==> config.mk <==
export PLATFORM = sky130hd
export DESIGN_NAME = ifu_fetch
export DESIGN_NICKNAME = d
export VERILOG_FILES = /design/src/rtl/ifu_fetch_pkg.sv /design/src/rtl/ifu_fetch.sv
export SDC_FILE = /design/constraint.sdc
export NUM_CORES = 1
export LEC_CHECK = 0
export ABC_CLOCK_PERIOD_IN_PS = 2700
export CORE_MARGIN = 2
export CORE_UTILIZATION = 40
export CTS_CLUSTER_DIAMETER = 200
export DETAILED_ROUTE_END_ITERATION = 16
export PLACE_DENSITY_LB_ADDON = 0.25
export RECOVER_POWER = 100
export REMOVE_ABC_BUFFERS = 1
export SYNTH_ARGS = -nofsm -noshare
export SYNTH_HDL_FRONTEND = slang
export SYNTH_SLANG_ARGS = --single-unit
==> constraint.sdc <==
create_clock -name i_clk -period 2.7 [get_ports i_clk]
set_clock_uncertainty 0.1 [all_clocks]
set_input_delay 0.27 -clock i_clk [delete_from_list [all_inputs] [get_ports i_clk]]
set_output_delay 0.27 -clock i_clk [all_outputs]
set_load 0.03 [all_outputs]
==> src/rtl/ifu_fetch_pkg.sv <==
// Shared definitions for the instruction fetch unit: FSM states, AXI encodings
// and default fetch parameters.
package ifu_fetch_pkg;

   localparam int CPU_WIDTH_DEFAULT = 32;
   localparam logic [31:0] RESET_PC_DEFAULT = 32'h8000_0000;

   localparam logic [1:0] AXI_BURST_INCR = 2'b01;
   localparam logic [2:0] AXI_SIZE_4B = 3'b010;
   localparam logic [1:0] AXI_RESP_OKAY = 2'b00;

   typedef enum logic [1:0] {
      idle_t,
      req_t,
      resp_t,
      out_t
   } fetch_state_e;

endpackage

==> src/rtl/ifu_fetch.sv <==
// Instruction fetch stage: single-outstanding AXI read master toward the
// instruction cache, presenting {pc, inst} to decode with valid/ready.
module ifu_fetch
   import ifu_fetch_pkg::*;
#(
   parameter int CPU_WIDTH = CPU_WIDTH_DEFAULT,
   parameter logic [CPU_WIDTH-1:0] RESET_PC = CPU_WIDTH'(RESET_PC_DEFAULT),
   parameter logic [3:0] FETCH_ID = 4'h0
) (
   input  logic                 i_clk,
   input  logic                 i_rst_n,
   input  logic                 i_redirect_valid,
   input  logic [CPU_WIDTH-1:0] i_redirect_pc,
   output logic                 o_inst_valid,
   input  logic                 i_inst_ready,
   output logic [31:0]          o_inst,
   output logic [CPU_WIDTH-1:0] o_pc,
   output logic                 o_fetch_err,
   input  logic                 ifu_arready,
   output logic                 ifu_arvalid,
   output logic [CPU_WIDTH-1:0] ifu_araddr,
   output logic [3:0]           ifu_arid,
   output logic [7:0]           ifu_arlen,
   output logic [2:0]           ifu_arsize,
   output logic [1:0]           ifu_arburst,
   input  logic                 ifu_rvalid,
   output logic                 ifu_rready,
   input  logic [CPU_WIDTH-1:0] ifu_rdata,
   input  logic [1:0]           ifu_rresp,
   input  logic                 ifu_rlast,
   input  logic [3:0]           ifu_rid
);

   fetch_state_e         state;
   logic [CPU_WIDTH-1:0] pc;
   logic                 flush;
   logic [CPU_WIDTH-1:0] pc_plus4;
   logic [CPU_WIDTH-1:0] target_pc;
   logic                 unused_rid;

   assign ifu_arid    = FETCH_ID;
   assign ifu_arlen   = 8'd0;
   assign ifu_arsize  = AXI_SIZE_4B;
   assign ifu_arburst = AXI_BURST_INCR;
   assign unused_rid  = ^ifu_rid;

   assign pc_plus4  = pc + CPU_WIDTH'(4);
   assign target_pc = i_redirect_valid ? i_redirect_pc : pc;

   // A redirect never retracts an AR already on the bus; instead the flush flag
   // marks the single in-flight response to be dropped, and the refetch uses
   // whatever pc the latest redirect left behind.
   always_ff @(posedge i_clk or negedge i_rst_n) begin
      if (!i_rst_n) begin
         state        <= idle_t;
         pc           <= RESET_PC;
         flush        <= 1'b0;
         ifu_arvalid  <= 1'b0;
         ifu_araddr   <= RESET_PC;
         ifu_rready   <= 1'b0;
         o_inst_valid <= 1'b0;
         o_inst       <= 32'd0;
         o_pc         <= RESET_PC;
         o_fetch_err  <= 1'b0;
      end else begin
         case (state)
            idle_t: begin
               pc          <= target_pc;
               ifu_arvalid <= 1'b1;
               ifu_araddr  <= target_pc;
               state       <= req_t;
            end

            req_t: begin
               if (i_redirect_valid) begin
                  pc    <= i_redirect_pc;
                  flush <= 1'b1;
               end
               if (ifu_arvalid && ifu_arready) begin
                  ifu_arvalid <= 1'b0;
                  ifu_rready  <= 1'b1;
                  state       <= resp_t;
               end
            end

            resp_t: begin
               if (ifu_rvalid && ifu_rready && ifu_rlast) begin
                  ifu_rready <= 1'b0;
                  if (flush || i_redirect_valid) begin
                     flush       <= 1'b0;
                     pc          <= target_pc;
                     ifu_arvalid <= 1'b1;
                     ifu_araddr  <= target_pc;
                     state       <= req_t;
                  end else begin
                     o_inst       <= ifu_rdata[31:0];
                     o_pc         <= pc;
                     o_fetch_err  <= (ifu_rresp != AXI_RESP_OKAY);
                     o_inst_valid <= 1'b1;
                     state        <= out_t;
                  end
               end else if (i_redirect_valid) begin
                  pc    <= i_redirect_pc;
                  flush <= 1'b1;
               end
            end

            // A redirect wins over a simultaneous decode handshake for the next pc.
            out_t: begin
               if (i_redirect_valid) begin
                  o_inst_valid <= 1'b0;
                  pc           <= i_redirect_pc;
                  ifu_arvalid  <= 1'b1;
                  ifu_araddr   <= i_redirect_pc;
                  state        <= req_t;
               end else if (i_inst_ready) begin
                  o_inst_valid <= 1'b0;
                  pc           <= pc_plus4;
                  ifu_arvalid  <= 1'b1;
                  ifu_araddr   <= pc_plus4;
                  state        <= req_t;
               end
            end

            default: state <= idle_t;
         endcase
      end
   end

endmodule

---- After elaboration in Yosys (flattened, before gate mapping) ----
Cells that the tools add are included.
word-level totals
  output and inout port bits .............. 117
  flip-flop bits (word level) ............. 135
cells by class
  reductions and logical operators ........ 18
  muxes and demuxes ....................... 32
  bitwise operators ....................... 1
  equality and inequality tests ........... 9
  $add $sub $neg .......................... 1
operators by type and width
  operator                                       number
  two-way mux 32 bit                             6
  one-hot mux 32 bit (3 select lines)            2
  adder 32 x 3 -> 32 bit, second input constant  1
  two-way mux 1 bit                              14
  AND reduction 4 bit                            3
  two-way mux 2 bit                              5
  AND reduction 3 bit                            3
  inequality test 2 bit, second input constant   4
  one-hot mux 2 bit (4 select lines)             1
  inequality test 3 bit, second input constant   2
  one-hot mux 1 bit (2 select lines)             3
  nonzero test 2 bit                             3
  == test 2 bit, second input constant           2
  one-hot mux 1 bit (4 select lines)             1
  AND reduction 2 bit                            2
  logical AND 1 bit                              3
  nonzero test 3 bit                             1
  == test 2 x 1 -> 1 bit, second input constant  1
  logical NOT 2 bit                              1
  OR reduction 2 bit                             1
  logical OR 1 bit                               1
  inverter 1 bit                                 1

---- Logic depth before layout (Yosys ltp) ----
Gate-level depths: netlist (run 1).
  depth in word-level cells ............... 4
  gate-level depth with buffers ........... 10

---- Worst setup path after synthesis (run 1) ----
OpenSTA, ideal clock, no wires.
  kind .................................... reg-to-reg
  from .................................... reg state[0]
  to ...................................... reg pc[24]
  setup slack ............................. 0.535 ns
  cell stages (with the launch flop) ...... 10
  required time ........................... 2.472 ns
  arrival ................................. 1.937 ns
  setup time .............................. 0.128 ns
  buffers on the path ..................... 2
  path through ............................ dfrtp_1 > inv_1 > ha_1 > buf_2 > or3b_4 > o21ai_4 > buf_6 > nor3_1 > a222oi_1 > nand2_1
between the ends
  longest elaborated chain between the ends .. 3
RTL lines
  what                                                                               line             text
  from (decl)                                                                        ifu_fetch.sv:34  fetch_state_e state;
  from (signal assigned)                                                             ifu_fetch.sv:55  state <= idle_t;
  from (signal assigned)                                                             ifu_fetch.sv:71  state <= req_t;
  from (signal assigned)                                                             ifu_fetch.sv:82  state <= resp_t;
  == test 2 x 1 -> 1 bit (tied with other cells)                                     ifu_fetch.sv:66  case (state)
  OR reduction 2 bit (no line) / inequality test 3 bit (equally long branches)       --
  one-hot mux 32 bit (3 select lines) / AND reduction 2 bit (equally long branches)  --
  to (signal assigned)                                                               ifu_fetch.sv:68  pc <= target_pc;
  to (signal assigned)                                                               ifu_fetch.sv:76  pc <= i_redirect_pc;
  to (signal assigned)                                                               ifu_fetch.sv:91  pc <= target_pc;
  to (decl)                                                                          ifu_fetch.sv:35  logic [CPU_WIDTH-1:0] pc;
Several ways; a longest one is shown, not always the timed one.
A chain may end at the register's enable or synchronous reset.

---- Worst setup path in the final report (run 1) ----
  from .................................... reg state[0]
  to ...................................... reg o_pc[24]
between the ends
  longest elaborated chain between the ends .. 2
RTL lines
  what                           line             text
  == test 2 bit                  ifu_fetch.sv:66
  AND reduction 3 bit (no line)  --
  to (signal assigned)           ifu_fetch.sv:97  o_pc <= pc;
  to (decl)                      ifu_fetch.sv:17  output logic [CPU_WIDTH-1:0] o_pc,
Every way passes these cells.

==> summary.txt, run 1 <==
Yosys top cell area share: 49.6%
Hold Violations, Final: 0
Worst Setup EP: o_pc[24]$_DFFE_PN0P_
Initial antenna violation count: 0
1st-pass router iterations: 5
Final net count: 863
Crit Path Class: flip-flop to flip-flop
Number of setup buffers added after CTS: 0
CTS tree: yes
Largest net degree at the start of global routing: 71
# rows: 47
Clk root buf: clkbuf_16
GRT Total Usage: 20.5%
Clk slew on worst S/H paths: 0.06 ns
P_leak: 4.25 nW
Worst setup SP type: flip-flop
DP HPWL: 11.9 mm
Post-route non-filler standard cell count: 1014
Max Slew Vio Count: 71
Initial core utilization: 40.6%
Buffers added on ports: 172
Synth area leaders: dfrtp_1 50%, mux2_2 12%, nand2_1 4.1%
Post-synth top cells: 132 x dfrtp_1, 72 x nand2_1, 69 x mux2_2, 48 x o21ai_0, 22 x nor2_1
Vias in the first global route: 5468
Main flop type after synthesis: dfrtp_1
Syn-to-layout area delta: 37.1%
Share of cells above drive strength 1: 17.1%
Util after Layout: 55.6%
Worst R2R End: o_pc[24]$_DFFE_PN0P_
Routed vias: 5357
Final Routed Wirelength: 17.5 mm
Mapped Cells: 616
Slew @ Worst Pin: 1.84 ns
HP Class: primary input to flip-flop
DRT antenna net count: 0
CP required: 2.89 ns
Yosys cell types: 64
First-pass GRT wire length: 28.6 mm
Core area: 16400 um^2
Hold buffers post-CTS: 1
Worst r2r src: state[0]$_DFFE_PN0P_
R2R depth: 6
Vias per inst: 5.28
RSZ-0062 raised after global routing: no
CTS Sinks: 135
Ys async rst share: 100%
Peak VDD IR: 0.563 mV
RePlAce Congestion: 0.823
Register area share after synthesis: 50.8%
Post-route minimum period: 2.47 ns
Post-Syn Area: 6660 um^2
Global route overflow: 0
Clock latency on the worst-skew pair: 0.42 ns
Post-DP Area: 8560 um^2
Crit share post-route: 91.6%
Ys Warns: 0
Ports: 194
# DRC: 0
Die Area: 17700 um^2
CTS max path bufs: 2
Ant diodes: 0
Reg2reg setup slack: 0.23 ns
Dpl cells: 981
Die height: 133 um
Post-CTS sizing: 0
Pwr dens: 924 nW/um^2
Post-route design area: 9130 um^2
Max FO, Critical Path: 41
Failing checks: max-capacitance violations, max-slew violations
Worst Setup SP: state[0]$_DFFE_PN0P_
Critical path arrival: 2.66 ns
Fin worst setup slack: 0.228 ns
Synthesized flop and latch total: 135
Tot Pwr: 8.44 mW
Count of final setup violators: 0
Syn avg cell area: 10.8 um^2
Post-synth EDFFs: 0
Max Freq: 0.404 GHz
H-tree levels: 4
Fillers: 1398
Relative slew margins: -22.6%
Drt wl/cell: 17.2 um
Number of max-cap violations: 1
Setup crit end kind: flip-flop
Num CTS Buffers: 17
Outcome: complete, but fails checks
First-iteration detailed-routing DRC count: 380
Die width: 133 um
Yosys top cell by area: dfrtp_1
Most numerous cell in the Yosys netlist: dfrtp_1
Setup Slack @ Placement: 0.289 ns
[worst max-delay path, cell delays in order, from the launching register on]
cell and delay, ns:
dfrtp_1 0.41, inv_1 0.10, ha_1 0.35, nor3b_2 0.49
nand2_4 0.06, clkbuf_4 0.41, mux2_2 0.39
[where the power goes]
group          switching (mW)  internal, mW
Combinational            1.85          1.27
Clock                   0.887          1.50
Sequential              0.395          2.54
Total                    3.13          5.30
[routing by layer]
layer	up-vias	track usage [%]	part of all wire [%]
li1	2510	-	-
met4	0	7.71	1.6
met2	191	33.4	48
met5	-	0	0
met1	2635	26.2	44
met3	21	5.52	5.9
[cells by family after synthesis]
| family | share of synthesized area [%] |
|---|---|
| XOR/XNOR | 1.58 |
| flip-flops | 50.8 |
| buffers and inverters | 5.47 |
| other | 0.113 |
| adder cells (fa/ha/maj) | 0.940 |
| AND/OR/NAND/NOR | 14.5 |
| AO/OA/AOI/OAI | 13.8 |
| multiplexers | 12.9 |
[flip-flops by register name, indices dropped and copies added (netlist names)]
| register | flops |
|---|---|
| o_pc | 32 |
| ifu_arvalid | 1 |
| o_inst_valid | 1 |
| ifu_araddr | 32 |
| o_inst | 32 |
| ifu_rready | 1 |
| o_fetch_err | 1 |
| pc | 32 |
| flush | 1 |
| state | 2 |
[per-stage QoR]
step	setup TNS [ns]	hold slack (ns)
2_1_floorplan	-30.09	-0.126
3_3_place_gp	0	0.230
3_5_place_dp	0	0.234
4_1_cts	0	0.182
5_1_grt	0	0.356
6_report	0	0.349
[area by class of cell]
cell class                 instances  area, um^2  area share, %
timing repair buffer             190        1860           20.4
sequential                       135        3380           37.0
tap                              220         275           3.02
multi-input combinational        426        2960           32.4
clock buffer                      20         457           5.00
clock inverter                    12         151           1.66
inverter                          11        41.3          0.452
[placed cells by master (no fill, tap or decap), drive strengths merged, types with 11 or more instances in the layout]
cell,n
nand3,21
dlygate4sd3,101
mux2,69
clkdlybuf4s50,70
a21oi,21
clkbuf,27
nor2,22
conb,17
buf,12
nand2,72
inv,11
nand4,11
dfrtp,132
o21ai,50
[worst min-delay path by stage]
stage	start	to	cells past startpoint
after CTS	i_redirect_valid	flush$_DFFE_PN0P_	3
after global routing	ifu_rdata[25]	o_inst[25]$_DFFE_PN0P_	2
final	i_redirect_pc[31]	pc[31]$_DFFE_PN1P_	3
after floorplan	i_rst_n	flush$_DFFE_PN0P_	0
after detailed placement	i_rst_n	o_pc[26]$_DFFE_PN0P_	1
after global placement	i_rst_n	o_pc[26]$_DFFE_PN0P_	1
No activity file was read; power rests on OpenSTA's default activity.
==> run 2, diff against run 1 <==
Settings changed: CORE_UTILIZATION 40 to 48.
==> run 2 against run 1 <==
Against the previous run: the run still ends with max-capacitance violations, max-slew violations left; via count fell by 0.77%; clock-buffer cell count rose by 1; sequential power barely moved; critical path type unchanged; largest cell class unchanged; largest power group unchanged.
==> summary.txt, run 2 (same netlist as run 1, synthesis figures left out) <==
Die Area: 14800 um^2 (-16%)
Die width: 122 um (-8.5%)
CTS max path bufs: 2 (unchanged)
CP max stage cell: nor4_4
Commonest non-fill, non-tap cell in the layout: dfrtp_1
Setup TNS: 0 ns (unchanged)
CTS Sinks: 135 (unchanged)
P_leak: 4.25 nW (about the same)
Hold Violations, Final: 0 (unchanged)
Worst Setup EP: ifu_araddr[27]$_DFFE_PN0P_
RSZ-0062 raised after global routing: no
Clk slew on worst S/H paths: 0.06 ns (about the same)
Multi-input gate area: 2950 um^2 (-0.38%)
DRT antenna net count: 0 (unchanged)
Vias per inst: 5.46 (+3.4%)
CTS tree: yes
Syn-to-layout area delta: 36.0%
Hold buffers post-CTS: 1 (unchanged)
Slew @ Worst Pin: 1.69 ns (-0.145 ns)
Highest-count cells in the layout ignoring fill and taps: 132 x dfrtp_1, 101 x dlygate4sd3_1, 71 x nand2_1
Max Freq: 0.397 GHz (-1.9%)
Outcome: complete, but fails checks
Dpl cells: 940 (-4.2%)
Max Slew Vio Count: 70 (-1.4%)
# rows: 43 (-8.5%)
Clock latency on the worst-skew pair: 0.42 ns (about the same)
Count of final setup violators: 0 (unchanged)
HP Class: primary input to flip-flop
Tot Pwr: 8.35 mW (-1.1%)
Post-route non-filler standard cell count: 973 (-4.0%)
Post-CTS sizing: 0 (unchanged)
Max FO, Critical Path: 6 (-85%)
Register area: 3380 um^2 (unchanged)
Vias in the first global route: 5361 (-2.0%)
H-tree levels: 4 (unchanged)
First-iteration detailed-routing DRC count: 384 (+1.1%)
Final Routed Wirelength: 16.6 mm (-4.7%)
Setup Slack @ Placement: 0.227 ns (-0.0616 ns)
Fin worst setup slack: 0.180 ns (-0.0480 ns)
Ant diodes: 0 (unchanged)
Relative slew margins: -13.0% (+9.7 points)
Worst setup SP type: flip-flop
Reg2reg setup slack: 0.18 ns (-0.05 ns)
# DRC: 0 (unchanged)
Num CTS Buffers: 17 (unchanged)
Die height: 122 um (-8.5%)
Pwr dens: 922 nW/um^2 (-0.26%)
Routed vias: 5316 (-0.77%)
Crit Path Class: flip-flop to flip-flop
Final net count: 862 (-0.12%)
Critical path arrival: 2.72 ns (+0.06 ns)
Core area: 13700 um^2 (-16%)
Worst R2R End: ifu_araddr[27]$_DFFE_PN0P_
Util after Layout: 66.0% (+10 points)
GRT Total Usage: 23.2% (+2.7 points)
Worst r2r src: state[0]$_DFFE_PN0P_
R2R depth: 6 (unchanged)
1st-pass router iterations: 5 (unchanged)
Initial core utilization: 48.5% (+7.9 points)
Global route overflow: 0 (unchanged)
CP Cell Sequence: ha_1 -> nand2b_1 -> nor4_4 -> and2_0 -> a31oi_1 -> a22o_1
Fillers: 1049 (-25%)
Failing checks: max-capacitance violations, max-slew violations
Crit share post-route: 93.3% (+1.8 points)
Share of cells above drive strength 1: 17.3% (+0.15 points)
Number of max-cap violations: 1 (unchanged)
DP HPWL: 11.5 mm (-3.7%)
Largest net degree at the start of global routing: 71 (unchanged)
First-pass GRT wire length: 26.6 mm (-7.0%)
Drt wl/cell: 17.1 um (-0.67%)
Initial antenna violation count: 0 (unchanged)
Setup crit end kind: flip-flop
RePlAce Congestion: 0.828 (+0.58%)
Worst Setup SP: state[0]$_DFFE_PN0P_
Maximum cell stage delay along the critical path: 0.54 ns (+0.05 ns)
CP required: 2.90 ns (about the same)
Clk root buf: clkbuf_16
Peak VDD IR: 0.819 mV (+45%)
Buffers added on ports: 172 (unchanged)
Ports: 194 (unchanged)
Post-route minimum period: 2.52 ns (+0.0480 ns)
Number of setup buffers added after CTS: 0 (unchanged)
## run 2: cell types whose count changed in the layout (fill, tap and decap cells not counted), sizes merged
cell      delta
clkinv       -2
clkinvlp     +2
bufinv       -1
## run 2: critical path: cells and delay by family (launching register included)
family                   cells  cell delay [ns]
AND/OR/NAND/NOR              3             1.21
flip-flops                   1             0.40
AO/OA/AOI/OAI                2             0.39
adder cells (fa/ha/maj)      1             0.30
## run 2: layout make-up
class | count | share of cell area [%]
clock buffers | 21 | 5.31
clock inverters | 11 | 1.35
inverters | 11 | 0.456
multi-input cells | 426 | 32.6
flip-flops and latches | 135 | 37.4
well taps | 180 | 2.49
repair buffers | 189 | 20.4
## run 2: layer usage
metal  GRT usage (%)  vias to the layer above  routed length [um]
met2            37.9                      191                8050
li1                -                     2523                   -
met4            8.05                        0                 193
met5               0                        -                   0
met3            6.88                       21                1120
met1            29.6                     2581                7270
## run 2: power breakdown
part	switching, mW	leakage (nW)	internal [mW]	total (mW)
Sequential	0.383	1.73	2.54	2.92
Combinational	1.85	2.24	1.25	3.10
Clock	0.873	0.275	1.45	2.32
## run 2: how the worst min path moves through the flow
stage                                  from                      to  cells past startpoint
after global routing          ifu_rdata[23]  o_inst[23]$_DFFE_PN0P_                      2
after global placement              i_rst_n   o_inst[8]$_DFFE_PN0P_                      1
after floorplan                     i_rst_n       flush$_DFFE_PN0P_                      0
final                     i_redirect_pc[25]      pc[25]$_DFFE_PN0P_                      3
after CTS                  i_redirect_valid       flush$_DFFE_PN0P_                      3
after detailed placement            i_rst_n   o_inst[8]$_DFFE_PN0P_                      1
## run 2: stage by stage
step	area, um^2	hold WS (ns)
after global placement	8490	0.208
after CTS	9100	0.199
after global routing	9050	0.355
after detailed placement	8490	0.216
final	9050	0.346
after floorplan	6390	-0.126
==> run 3, diff against run 2 <==
Settings changed: CORE_ASPECT_RATIO set to 1.5, CORE_MARGIN 2 to 4, CORE_UTILIZATION 48 to 60, DONT_BUFFER_PORTS set to 1.
==> run 3 against run 2 <==
Against the previous run: the run ends with negative hold slack left; sequential share of layout area is 5.0 points higher; via count fell by 4.4%; cell area fell by 12%; global-route usage increased by 4.9 points; first-iteration DRC count shrank 35%; largest power group is now sequential cells; maximum frequency down 0.63%; clock-buffer cell count grew 1; cell count is 15% lower; hold slack worse by 0.89 ns; critical path depth increased by 1; sequential power grew 32%; clock power is 9.9% higher.
==> summary.txt, run 3 (same netlist as run 1, synthesis figures left out) <==
Worst Setup EP: pc[17]$_DFFE_PN0P_
Clock latency on the worst-skew pair: 0.41 ns (about the same)
1st-pass router iterations: 5 (unchanged)
Buffers added on ports: 0 (-100%)
Maximum cell stage delay along the critical path: 0.46 ns (-0.08 ns)
Outcome: complete, but fails checks
Hold Violations, Final: 135 (+135)
Worst Setup SP: state[0]$_DFFE_PN0P_
Post-route non-filler standard cell count: 826 (-15%)
Max FO, Critical Path: 14 (+8)
Dpl cells: 729 (-22%)
Initial core utilization: 62.2% (+14 points)
HP Class: primary input to async pin
Hold slack: -0.549 ns (-0.895 ns)
Worst R2R End: pc[17]$_DFFE_PN0P_
Number of setup buffers added after CTS: 0 (unchanged)
Syn-to-layout area delta: 19.8%
Drt wl/cell: 21.2 um (+24%)
# rows: 46 (+7.0%)
Routed vias: 5083 (-4.4%)
Slew @ Worst Pin: 1.09 ns (-0.608 ns)
Util after Layout: 74.5% (+8.5 points)
RePlAce Congestion: 0.799 (-3.6%)
DRT antenna net count: 0 (unchanged)
Die height: 137 um (+13%)
Ant diodes: 0 (unchanged)
CP max stage cell: or3b_4
Vias in the first global route: 5449 (+1.6%)
Largest net degree at the start of global routing: 136 (+92%)
Register area: 3380 um^2 (unchanged)
Final Routed Wirelength: 17.5 mm (+5.5%)
Combinational share of power: 19.5% (-18 points)
Max Freq: 0.394 GHz (-0.63%)
Relative slew margins: 27.4% (+40 points)
Vias per inst: 6.15 (+13%)
DP HPWL: 10.8 mm (-5.7%)
H-tree levels: 4 (unchanged)
Ports: 194 (unchanged)
Clk root buf: clkbuf_16
Die Area: 12900 um^2 (-13%)
CTS tree: yes
Worst r2r src: state[0]$_DFFE_PN0P_
Setup crit end kind: flip-flop
Critical path arrival: 2.73 ns (about the same)
Fillers: 710 (-32%)
Clk network pwr share: 32.1% (+4.2 points)
CP required: 2.89 ns (about the same)
Int Pwr: 4.91 mW (-6.2%)
RSZ-0062 raised after global routing: no
Core area: 10700 um^2 (-22%)
Worst setup SP type: flip-flop
Top cell family by delay on the critical path: simple AND/OR/NAND/NOR gates
Reg2reg setup slack: 0.16 ns (-0.02 ns)
NetSw: 3.02 mW (-2.7%)
Post-CTS sizing: 0 (unchanged)
Max Slew Vio Count: 0 (-100%)
Buf+Inv Stages, Crit Path: 2 (+2)
Failing checks: negative hold slack
Final net count: 751 (-13%)
First-iteration detailed-routing DRC count: 251 (-35%)
Pwr dens: 995 nW/um^2 (+7.9%)
Global route overflow: 0 (unchanged)
P_leak: 3.64 nW (-14%)
Commonest non-fill, non-tap cell in the layout: dfrtp_1
# DRC: 0 (unchanged)
Initial antenna violation count: 0 (unchanged)
Critical Path Stages: 7 (+1)
CTS Sinks: 135 (unchanged)
Number of max-cap violations: 0 (-1)
Crit Path Class: flip-flop to flip-flop
Share of cells above drive strength 1: 19.1% (+1.8 points)
Peak VDD IR: 0.641 mV (-22%)
Num CTS Buffers: 17 (unchanged)
Crit share post-route: 93.9% (+0.59 points)
First-pass GRT wire length: 28.0 mm (+5.1%)
GRT Total Usage: 28.2% (+4.9 points)
Flop pwr share: 48.3% (+13 points)
Setup TNS: 0 ns (unchanged)
CTS max path bufs: 2 (unchanged)
Switch share: 38.1% (+0.88 points)
Hold buffers post-CTS: 65 (+64)
Highest-count cells in the layout ignoring fill and taps: 132 x dfrtp_1, 71 x nand2_1, 65 x dlygate4sd3_1
Clk slew on worst S/H paths: 0.06 ns (about the same)
Post-route minimum period: 2.54 ns (+0.0160 ns)
R2R depth: 7 (+1)
Die width: 94.0 um (-23%)
Multi-input gate area: 2970 um^2 (+0.64%)
CP Cell Sequence: inv_1 -> ha_1 -> or3b_4 -> o21ai_4 -> clkbuf_1 -> or4_1 -> nand3_1
Count of final setup violators: 0 (unchanged)
==> run 3: changes by cell type in the layout (fill, tap and decap cells not counted), moves of 3 or more <==
cell,before,now
dlygate4sd3_1,101,65
mux2_1,0,5
mux2_2,69,64
clkdlybuf4s50_1,70,0
buf_4,10,7
clkinvlp_4,7,3
==> run 3: area by class of cell <==
| type | instances | area share (%) |
|---|---|---|
| timing repair buffer | 78 | 9.36 |
| inverter | 11 | 0.518 |
| sequential | 135 | 42.4 |
| tap | 144 | 2.26 |
| multi-input combinational | 426 | 37.2 |
| clock buffer | 22 | 6.20 |
| clock inverter | 10 | 2.07 |
==> run 3: worst min-delay path by stage <==
stage	startpoint	slack (ns)	end	depth (start not counted)
after floorplan	i_rst_n	-0.13	flush$_DFFE_PN0P_	0
after global placement	i_rst_n	-0.12	o_inst[25]$_DFFE_PN0P_	0
after detailed placement	i_rst_n	-0.12	o_inst[25]$_DFFE_PN0P_	0
after CTS	i_rst_n	-0.56	ifu_araddr[10]$_DFFE_PN0P_	0
after global routing	i_rst_n	-0.57	ifu_araddr[25]$_DFFE_PN0P_	0
final	i_rst_n	-0.55	o_inst[13]$_DFFE_PN0P_	0
==> run 3: worst register-to-register path, stage by stage (launching register included) <==
cell and delay [ns]:
dfrtp_1 0.42, inv_1 0.10, ha_1 0.37, or3b_4 0.46
o21ai_4 0.43, clkbuf_1 0.31, or4_1 0.16, nand3_1 0.05
==> run 3: per-stage QoR <==
step / setup slack (ns) / hold WS, ns / area (um^2) / power [mW]
after floorplan: -0.477 / -0.126 / 6390 / 4.79
after global placement: 0.312 / -0.123 / 6690 / 5.22
after detailed placement: 0.204 / -0.122 / 6690 / 5.32
after CTS: 0.180 / -0.562 / 8000 / 7.95
after global routing: 0.0253 / -0.567 / 7980 / 8.30
final: 0.164 / -0.549 / 7980 / 7.94
==> run 3: power by group through the flow <==
stage	logic, mW	clock network (mW)	registers (mW)
floorplan	1.11	0	3.68
global placement	1.38	0	3.84
detailed placement	1.45	0	3.86
CTS	1.55	2.57	3.83
global route	1.74	2.66	3.89
finish	1.55	2.55	3.84
==> run 3: metal layers <==
| metal | wire (um) | track usage, % | vias up | part of all wire, % |
|---|---|---|---|---|
| li1 | - | - | 2290 | - |
| met1 | 6410 | 31.6 | 2514 | 37 |
| met2 | 9290 | 50.4 | 247 | 53 |
| met3 | 1410 | 7.48 | 32 | 8.0 |
| met4 | 437 | 11.3 | 0 | 2.5 |
| met5 | 0 | 0 | - | 0 |
